==> src/rtl/rem3_pkg.sv <==
// Shared types and the mod-3 step function used by the serial transmitter
// and by any receiver-side checker.
package rem3_pkg;

  typedef enum logic {
    IDLE  = 1'b0,
    SHIFT = 1'b1
  } state_e;

  // Appending bit b to a value with remainder r gives remainder (2r + b) mod 3.
  function automatic logic [1:0] rem3_next(input logic [1:0] r, input logic b);
    logic [1:0] res;
    case ({r, b})
      3'b000:  res = 2'd0;
      3'b001:  res = 2'd1;
      3'b010:  res = 2'd2;
      3'b011:  res = 2'd0;
      3'b100:  res = 2'd1;
      3'b101:  res = 2'd2;
      default: res = 2'd0;
    endcase
    return res;
  endfunction

endpackage

==> src/rtl/mod3_acc.sv <==
// Running remainder-mod-3 accumulator: clears on a new word, otherwise folds
// in one bit per enabled cycle. r_next is the remainder including bit b.
module mod3_acc
  import rem3_pkg::*;
(
  input  logic       clk,
  input  logic       reset,
  input  logic       clr,
  input  logic       en,
  input  logic       b,
  output logic [1:0] r,
  output logic [1:0] r_next
);

  logic [1:0] r_q;
  logic [1:0] r_d;

  assign r_next = rem3_next(r_q, b);
  assign r      = r_q;

  // Clear takes priority so a back-to-back word starts from zero.
  always_comb begin
    r_d = r_q;
    if (clr) begin
      r_d = 2'd0;
    end else if (en) begin
      r_d = r_next;
    end else begin
      r_d = r_q;
    end
  end

  // Remainder register.
  always_ff @(posedge clk or negedge reset) begin
    if (!reset) begin
      r_q <= 2'd0;
    end else begin
      r_q <= r_d;
    end
  end

endmodule

==> src/rtl/rem3_serial_tx.sv <==
// Serial transmitter for the remainder-mod-3 link: accepts a word, shifts it
// out MSB first and reports the remainder of the word when it completes.
module rem3_serial_tx
  import rem3_pkg::*;
#(
  parameter int WIDTH = 8
) (
  input  logic             clk,
  input  logic             reset,
  input  logic [WIDTH-1:0] in_data,
  input  logic             in_valid,
  output logic             in_ready,
  output logic             x,
  output logic             x_valid,
  output logic             x_first,
  output logic             x_last,
  output logic [1:0]       exp_rem,
  output logic             done,
  output logic [1:0]       done_rem
);

  localparam logic [4:0] CNT_MAX = 5'(WIDTH - 1);

  state_e           state_q, state_d;
  logic [WIDTH-1:0] shreg_q, shreg_d;
  logic [4:0]       cnt_q, cnt_d;
  logic             valid_q, valid_d;
  logic             first_q, first_d;
  logic             last_q, last_d;
  logic             done_q, done_d;
  logic [1:0]       done_rem_q, done_rem_d;
  logic [1:0]       r_s;
  logic [1:0]       r_next_s;
  logic             accept_s;

  // The LSB cycle also accepts, which lets words run back to back.
  assign in_ready = (state_q == IDLE) || last_q;
  assign accept_s = in_valid && in_ready;

  mod3_acc u_acc (
    .clk    (clk),
    .reset  (reset),
    .clr    (accept_s),
    .en     (valid_q),
    .b      (shreg_q[WIDTH-1]),
    .r      (r_s),
    .r_next (r_next_s)
  );

  // Next-state: load on accept, shift while bits remain, otherwise idle with
  // the shift register cleared so the serial line rests at zero.
  always_comb begin
    state_d    = IDLE;
    shreg_d    = {WIDTH{1'b0}};
    cnt_d      = cnt_q;
    valid_d    = 1'b0;
    first_d    = 1'b0;
    last_d     = 1'b0;
    done_d     = last_q;
    done_rem_d = done_rem_q;
    if (last_q) begin
      done_rem_d = r_next_s;
    end else begin
      done_rem_d = done_rem_q;
    end
    if (accept_s) begin
      state_d = SHIFT;
      shreg_d = in_data;
      cnt_d   = CNT_MAX;
      valid_d = 1'b1;
      first_d = 1'b1;
      last_d  = (CNT_MAX == 5'd0);
    end else if ((state_q == SHIFT) && !last_q) begin
      state_d = SHIFT;
      shreg_d = shreg_q << 1;
      cnt_d   = cnt_q - 5'd1;
      valid_d = 1'b1;
      first_d = 1'b0;
      last_d  = (cnt_q == 5'd1);
    end else begin
      state_d = IDLE;
      shreg_d = {WIDTH{1'b0}};
      cnt_d   = cnt_q;
    end
  end

  // State and output registers.
  always_ff @(posedge clk or negedge reset) begin
    if (!reset) begin
      state_q    <= IDLE;
      shreg_q    <= {WIDTH{1'b0}};
      cnt_q      <= 5'd0;
      valid_q    <= 1'b0;
      first_q    <= 1'b0;
      last_q     <= 1'b0;
      done_q     <= 1'b0;
      done_rem_q <= 2'd0;
    end else begin
      state_q    <= state_d;
      shreg_q    <= shreg_d;
      cnt_q      <= cnt_d;
      valid_q    <= valid_d;
      first_q    <= first_d;
      last_q     <= last_d;
      done_q     <= done_d;
      done_rem_q <= done_rem_d;
    end
  end

  assign x        = shreg_q[WIDTH-1];
  assign x_valid  = valid_q;
  assign x_first  = first_q;
  assign x_last   = last_q;
  assign exp_rem  = r_s;
  assign done     = done_q;
  assign done_rem = done_rem_q;

endmodule

==> config.mk <==
export PLATFORM = sky130hd
export DESIGN_NAME = rem3_serial_tx
export DESIGN_NICKNAME = d
export VERILOG_FILES = /design/src/rtl/rem3_pkg.sv /design/src/rtl/mod3_acc.sv /design/src/rtl/rem3_serial_tx.sv
export SDC_FILE = /design/constraint.sdc
export NUM_CORES = 1
export LEC_CHECK = 0
export CORE_MARGIN = 1
export CORE_UTILIZATION = 38
export CTS_CLUSTER_DIAMETER = 40
export DETAILED_ROUTE_END_ITERATION = 16
export GPL_TIMING_DRIVEN = 0
export SYNTH_ARGS = -nofsm -noshare
export SYNTH_HDL_FRONTEND = slang
export SYNTH_HIERARCHICAL = 1
export SYNTH_SLANG_ARGS = --single-unit
==> constraint.sdc <==
create_clock -name clk -period 4.5 [get_ports clk]
set_input_delay 1.125 -clock clk [delete_from_list [all_inputs] [get_ports clk]]
set_output_delay 1.125 -clock clk [all_outputs]
set_load 0.01 [all_outputs]
Yosys cells after proc, flatten, opt, wreduce, memory -nomap -nowiden
Index checks and enable logic that the tools add are counted.
{"block": "word_totals", "register_bits": 21, "wordCells": 35, "out_inout_bits": 10}
{"block": "classes", "n_bitwise": 1, "muxes": 12, "n_reduce_logical": 8, "n_eq_ne": 5, "add_sub_neg": 1}
{"operator": "$mux W8", "n": 2}
{"operator": "$mux W5", "n": 2}
{"operator": "$eq A3 B3 Y1 const B", "n": 2}
{"operator": "$eq A5 B1 Y1 const B", "n": 1}
{"operator": "$mux W1", "n": 5}
{"operator": "$sub A5 B1 Y5 const B", "n": 1}
{"operator": "$mux W2", "n": 2}
{"operator": "$pmux W2 S2", "n": 1}
{"operator": "$reduce_bool A2 Y1", "n": 2}
{"operator": "$reduce_or A2 Y1", "n": 2}
{"operator": "$eq A3 B1 Y1 const B", "n": 1}
{"operator": "$eq A3 B2 Y1 const B", "n": 1}
{"operator": "$logic_and A1 B1 Y1", "n": 2}
{"operator": "$logic_not A1 Y1", "n": 1}
{"operator": "$logic_or A1 B1 Y1", "n": 1}
{"operator": "$not A1 Y1", "n": 1}

Depth between registers and ports, before layout
Gate-level depths: netlist of run 1.
{"block": "logic_depth", "depth_word": 5, "depth_mapped": 5}

Cells and area by module
The synthesis of run 1 kept the hierarchy.
{"module": "rem3_serial_tx", "area_each_um2": 764.5, "cells_each": 73, "instances": 1}
{"module": "mod3_acc", "area_each_um2": 126.4, "cells_each": 16, "instances": 1}

Least setup slack after synthesis of run 1
No wires, ideal clock.
{"block": "synth_timing", "kind": "flip-flop to output port", "from": "reg x_valid (netlist name)", "to": "out in_ready", "path_slack_ns": 2.456, "arrival_ns": 0.919, "n_path_buf": 1, "path_stages_with_launch": 4, "required_ns": 3.375, "cell_sequence": "dfrtp_1 > nor2b_1 > inv_1 > buf_2"}
{"item": "end, declared", "line": "rem3_serial_tx.sv:12", "rtl": "output logic in_ready,"}

==> metrics.txt, run 1 <==
largest fanout of any net on the critical path=10; global placer's final weighted congestion=roughly 0.70; detailed-router iteration count before antenna repair=4; Slew HR=38.4%; dpl hpwl=roughly 1.1 mm; final setup TNS=0 ps; commonest cells after routing, fill and taps aside=21 x sky130_fd_sc_hd__dfrtp_1, 20 x sky130_fd_sc_hd__clkdlybuf4s50_1, 17 x sky130_fd_sc_hd__nand2_1; leading cell type in the layout, fill and taps excluded=sky130_fd_sc_hd__dfrtp_1; hold violation count in the final report=0; Final Cell Area=roughly 1200 um2; share of synthesized area occupied by flip-flops and latches=59.0%; Pwr Density=596 nW/um2; Die Span X=about 50 um; top-area cell type share of the netlist area=between 50% and 60%; final setup violating endpoints=0; count of distinct cell types in the synthesized netlist=25; kind of capture point of the worst setup path=output port; largest vdd supply drop=roughly 0.3 mV; antenna viol nets, final=0; ordered cell list for the critical path=nor2b_1 > inv_1 > buf_2 > clkdlybuf4s50_1; syn_nets=102; number of enable flip-flop cells after synthesis=0; drt total wl=1.62 mm; number of antenna violations at the first check in global routing=0; synthesis-stage register bit count=21; total die area=~2500 um2; largest cells by area after synthesis=sky130_fd_sc_hd__dfrtp_1 59%, sky130_fd_sc_hd__nand2_1 7.2%, sky130_fd_sc_hd__nand3_1 4.5%; synth warn=6; Resize count post-CTS=0; Synth async-reset ratio=100%; CP peak stage delay=around 570 ps; part of the cycle the worst path needs=67.4%; type of the worst min-delay path=register to register; CP delay by family, top=buffers and inverters; syn avg cell area=between 10 and 15 um2; vias in the first global route=between 600 and 700; library cell contributing the largest single delay on the critical path=sky130_fd_sc_hd__clkdlybuf4s50_1; total of buffers placed on input and output ports=20; net total in the final layout=~130; number of buffers added by the clock tree synthesis step=3; Total Routing Usage GR=between 10% and 20%; type of element launching the critical path=register; Total Power Consumption=between 600 and 700 uW; actual transition at the worst max-transition pin=921 ps; Fill cells=220; RSZ-0062 raised after global routing=no; number of placed I/O pins=21; Std-Cell Rows=17; Antenna Diode Count=0; number of clock sinks=21; total global routing overflow=0; sequential cell area=roughly 530 um2; critical path required time=~3400 ps; DR vias=691; clock latency at the later pin of the worst-skew pair=290 ps; clock tree from TritonCTS=built; highest clock rate=around 330 MHz; cell taking the most area after synthesis=sky130_fd_sc_hd__dfrtp_1; Clock transition at path regs=110 ps; data arrival time of the critical path=approximately 1900 ps; fraction of layout cells with a size suffix above 1=under 10%; outcome=finished, final reports clean; # Post-CTS Setup Buffers=0; max_cap viols=0; Main synth FF type=sky130_fd_sc_hd__dfrtp_1; initial detailed-routing violation count=5; wire length per cell=11.5 um; quantity of hold-fixing buffers added after cts=0; CTS Root Cell=sky130_fd_sc_hd__clkbuf_4; Min Clock Period, post-route=~3000 ps; largest net degree at the start of global routing=22; Cell Area, Placed=roughly 1100 um2; count of pins over their slew limit=0; clk_skew=roughly 1.7 ps; leakage=0.574 nW; Chip Height=slightly above 50 um; wire length of the first global-routing pass=2.66 mm; depth of the CTS H-tree=1; critical path class=register to output port; per-cell via count in the routed design=4.90; number of buffers between clock root and the deepest sink=2; buffering stage count on the worst path with inverters included=3; gate count after technology mapping=between 80 and 90; area of the core=2210 um2; cell area after technology mapping=roughly 890 um2; DRC violation count after routing=0; layout-stage area growth over the synthesis result=29.5%; starting utilization of the core area=between 40% and 50%; area of the multi-input gates=~330 um2
[synthesized netlist by cell type (all sizes together), types with 2 or more instances]
cell / instances
mux2: 2
a21oi: 2
ha: 2
nor2: 6
dfrtp: 21
buf: 2
nor3: 3
and3: 2
nand2: 17
nand3: 8
inv: 6
o21ai: 5
[cells by family after synthesis]
| family | Yosys count | share of synthesized area, % |
|---|---|---|
| xor gates and xnor gates | 2 | 1.97 |
| adders and majority gates | 2 | 2.81 |
| DFF | 21 | 59.0 |
| AOI/OAI and AO/OA | 11 | 7.44 |
| and+or+nand+nor | 42 | 22.2 |
| buffers and inverters | 9 | 4.07 |
| muxes | 2 | 2.53 |
[path summary, 6_finish.rpt]
path / start / slack, ps / depth (start not counted) / to
max: x_valid / 1470 / 4 / in_ready
max reg2reg: cnt_q[0] / 2920 / 5 / cnt_q[4]
min reg2reg: shreg_q[6] / 450 / 2 / shreg_q[7]
min: shreg_q[6] / 450 / 2 / shreg_q[7]
max in group asynchronous: reset / 2610 / 1 / u_acc/r[0]
min in group asynchronous: reset / 1340 / 1 / done_rem[0]
[layer usage]
layer | track usage (%) | part of all wire (%) | vias up
met1 | 18.1 | 46 | 332
met2 | 22.9 | 49 | 15
met5 | 0 | 0 | -
li1 | - | - | 342
met3 | 3.64 | 4.1 | 2
met4 | 6.94 | 0.80 | 0
[state kept, by name, summed over array words and instances (netlist names)]
register and flops:
x_last 1, done 1, shreg_q 8, u_acc/r 2, x_valid 1, x_first 1
done_rem 2, cnt_q 5
[per-stage QoR]
stage          hold slack, ps  std cells  setup WS, ps  utilization, %
2_1_floorplan             414         89          2460               -
3_3_place_gp              419        137          1770            50.9
3_5_place_dp              431        137          1790            50.9
4_1_cts                   458        141          1430            52.1
5_1_grt                   476        141          1310            52.1
6_report                  450        141          1470            52.1
[where the power goes]
part	internal [mW]	switching [mW]	total (mW)
clock network	0.0330	0.0539	0.0870
registers	0.259	0.0509	0.310
logic	0.147	0.144	0.292
[worst register-to-register path, delay by kind of cell (launching register included)]
kind / cells / cell delay [ps]
flip-flops: 1 / 420
adder cells (fa/ha/maj): 1 / 180
buffers and inverters: 1 / 100
AND/OR/NAND/NOR: 2 / 560
AO/OA/AOI/OAI: 1 / 220
[cell type report]
type	instances	area share, %
Multi-Input combinational cell	59	28.5
Timing Repair Buffer	20	17.4
Tap cell	28	3.04
Sequential cell	21	45.6
Inverter	6	1.95
Clock inverter	1	0.434
Clock buffer	3	1.95
Buffer	3	1.19
Note: power is estimated with default switching activity, not from simulation.
==> run 2, diff against run 1 <==
--- a/config.mk
+++ b/config.mk
@@ -10,6 +10,7 @@
 export CTS_CLUSTER_DIAMETER = 40
 export DETAILED_ROUTE_END_ITERATION = 16
 export GPL_TIMING_DRIVEN = 0
+export PLACE_DENSITY = 0.66
 export SYNTH_ARGS = -nofsm -noshare
 export SYNTH_HDL_FRONTEND = slang
 export SYNTH_HIERARCHICAL = 1
==> constraint.sdc (replaced) <==
create_clock -name clk -period 2.5 [get_ports clk]
set_input_delay 0.625 -clock clk [delete_from_list [all_inputs] [get_ports clk]]
set_output_delay 0.625 -clock clk [all_outputs]
set_load 0.01 [all_outputs]
==> metrics.txt, run 2 (synthesized netlist as in run 1, its figures left out) <==
Clock transition at path regs=120 ps (about the same); total of buffers placed on input and output ports=20 (unchanged); area of the core=2210 um2 (unchanged); number of buffers added by the clock tree synthesis step=3 (unchanged); antenna viol nets, final=0 (unchanged); DRC violation count after routing=0 (unchanged); critical path class=register to output port; commonest cells after routing, fill and taps aside=21 x sky130_fd_sc_hd__dfrtp_1, 20 x sky130_fd_sc_hd__clkdlybuf4s50_1, 17 x sky130_fd_sc_hd__nand2_1; wire length of the first global-routing pass=2.77 mm (+4.1%); count of pins over their slew limit=0 (unchanged); highest clock rate=around 420 MHz; outcome=finished, final reports clean; max_cap viols=0 (unchanged); dpl hpwl=1.14 mm (+2.3%); clk_skew=2.88 ps (+1.17 ps); fraction of layout cells with a size suffix above 1=8.85% (+0.88 points); actual transition at the worst max-transition pin=908 ps (-13.4 ps); Final Cell Area=1160 um2 (+0.22%); vias in the first global route=641 (+4.7%); largest net degree at the start of global routing=22 (unchanged); Chip Height=50.4 um (unchanged); Pwr Density=1080 nW/um2 (+82%); clock tree from TritonCTS=built; wire length per cell=11.1 um (-3.1%); total global routing overflow=0 (unchanged); number of clock sinks=21 (unchanged); type of element launching the critical path=register; net total in the final layout=127 (unchanged); part of the cycle the worst path needs=between 90% and 100%; Total Routing Usage GR=14.6% (+0.28 points); leading cell type in the layout, fill and taps excluded=sky130_fd_sc_hd__dfrtp_1; Largest regs=shreg_q (8), cnt_q (5); final setup TNS=0 ps (unchanged); hold violation count in the final report=0 (unchanged); detailed-router iteration count before antenna repair=3 (-1); data arrival time of the critical path=1780 ps (-130 ps); Std-Cell Rows=17 (unchanged); drt total wl=1.57 mm (-3.1%); Antenna Diode Count=0 (unchanged); kind of capture point of the worst setup path=output port; number of buffers between clock root and the deepest sink=2 (unchanged); depth of the CTS H-tree=1 (unchanged); layout-stage area growth over the synthesis result=29.8%; Slew HR=39.3% (+0.89 points); global placer's final weighted congestion=0.770 (+10%); flip-flop count of the largest register, all copies and words added=8 (unchanged); core occupancy in the finished layout=52.3% (+0.11 points); leakage=0.572 nW (-0.37%); Min Clock Period, post-route=roughly 2400 ps; Fill cells=224 (+1.8%); total die area=2540 um2 (unchanged); critical path required time=1880 ps (-1500 ps); Cell Area, Placed=1130 um2 (unchanged); CTS Root Cell=sky130_fd_sc_hd__clkbuf_4; setup slack on the worst flop-to-flop path=920 ps (-2000 ps); number of placed I/O pins=21 (unchanged); Die Span X=50.4 um (unchanged); initial detailed-routing violation count=2 (-3); largest fanout of any net on the critical path=10 (unchanged); type of the worst min-delay path=register to register; top register by number of flip-flops=shreg_q; RSZ-0062 raised after global routing=no; Total Power Consumption=1.25 mW (+82%); largest vdd supply drop=0.682 mV (+130%); clock latency at the later pin of the worst-skew pair=300 ps (about the same); number of antenna violations at the first check in global routing=0 (unchanged); starting utilization of the core area=40.3% (unchanged); per-cell via count in the routed design=4.89 (-0.14%); DR vias=690 (-0.14%); final setup violating endpoints=0 (unchanged)
[run 2: cell types whose count changed in the layout (fill, tap and decap cells not counted)]
cell / previous run / this run
sky130_fd_sc_hd__buf_2: 2 / 1
sky130_fd_sc_hd__buf_4: 0 / 1
sky130_fd_sc_hd__inv_1: 6 / 5
sky130_fd_sc_hd__inv_2: 0 / 1
[run 2: per-stage QoR]
step                setup WS [ps]  hold WS (ps)  instances
floorplan                     956           329         89
global placement              299           417        137
detailed placement            287           428        137
CTS                          87.9           457        141
global route                 3.27           475        141
finish                       98.4           449        141
[run 2: final timing paths]
kind	start	to	cells past startpoint
max	x_valid	in_ready	4
min	shreg_q[4]	shreg_q[5]	2
max reg2reg	cnt_q[0]	cnt_q[4]	5
min reg2reg	shreg_q[4]	shreg_q[5]	2
max in group asynchronous	reset	shreg_q[7]	1
min in group asynchronous	reset	done_rem[0]	1
[run 2: repair_timing]
action	CTS	global route
setup endpoints to repair	1	0
hold buffers	0	0
setup buffers	0	0
resized for setup	2	0
[run 2: critical path, cell delays in order, from the launching register on]
cell and delay (ps):
sky130_fd_sc_hd__dfrtp_1 440, sky130_fd_sc_hd__nor2b_1 170, sky130_fd_sc_hd__inv_2 130, sky130_fd_sc_hd__buf_4 190
sky130_fd_sc_hd__clkdlybuf4s50_1 550
[run 2: power by group]
group          switching (mW)  internal (mW)  leakage (nW)
logic                   0.265          0.271         0.283
clock network           0.102         0.0596        0.0177
registers              0.0900          0.466         0.272
total                   0.456          0.796         0.572
[run 2: area by class of cell]
class                           count  area (um2)  area share (%)
Sequential cell                    21         526            45.5
Multi-Input combinational cell     59         329            28.5
Timing Repair Buffer               20         200            17.3
Tap cell                           28        35.0            3.03
Clock buffer                        3        22.5            1.95
Inverter                            6        22.5            1.95
Buffer                              3        16.3            1.41
Clock inverter                      1        5.00           0.433
[run 2: routing by layer]
layer | routed length (um) | up-vias | GRT usage (%)
met5 | 0 | - | 0
met4 | 15 | 0 | 5.56
met3 | 74 | 2 | 3.03
met2 | 746 | 19 | 24.4
met1 | 734 | 328 | 18.5
li1 | - | 341 | -
==> run 3, diff against run 2 <==
--- a/config.mk
+++ b/config.mk
@@ -11,6 +11,7 @@
 export DETAILED_ROUTE_END_ITERATION = 16
 export GPL_TIMING_DRIVEN = 0
 export PLACE_DENSITY = 0.66
+export SKIP_CTS_REPAIR_TIMING = 1
 export SYNTH_ARGS = -nofsm -noshare
 export SYNTH_HDL_FRONTEND = slang
 export SYNTH_HIERARCHICAL = 1
==> results of run 3 <==
No change in the layout: final DEF, timing and power equal those of run 2.
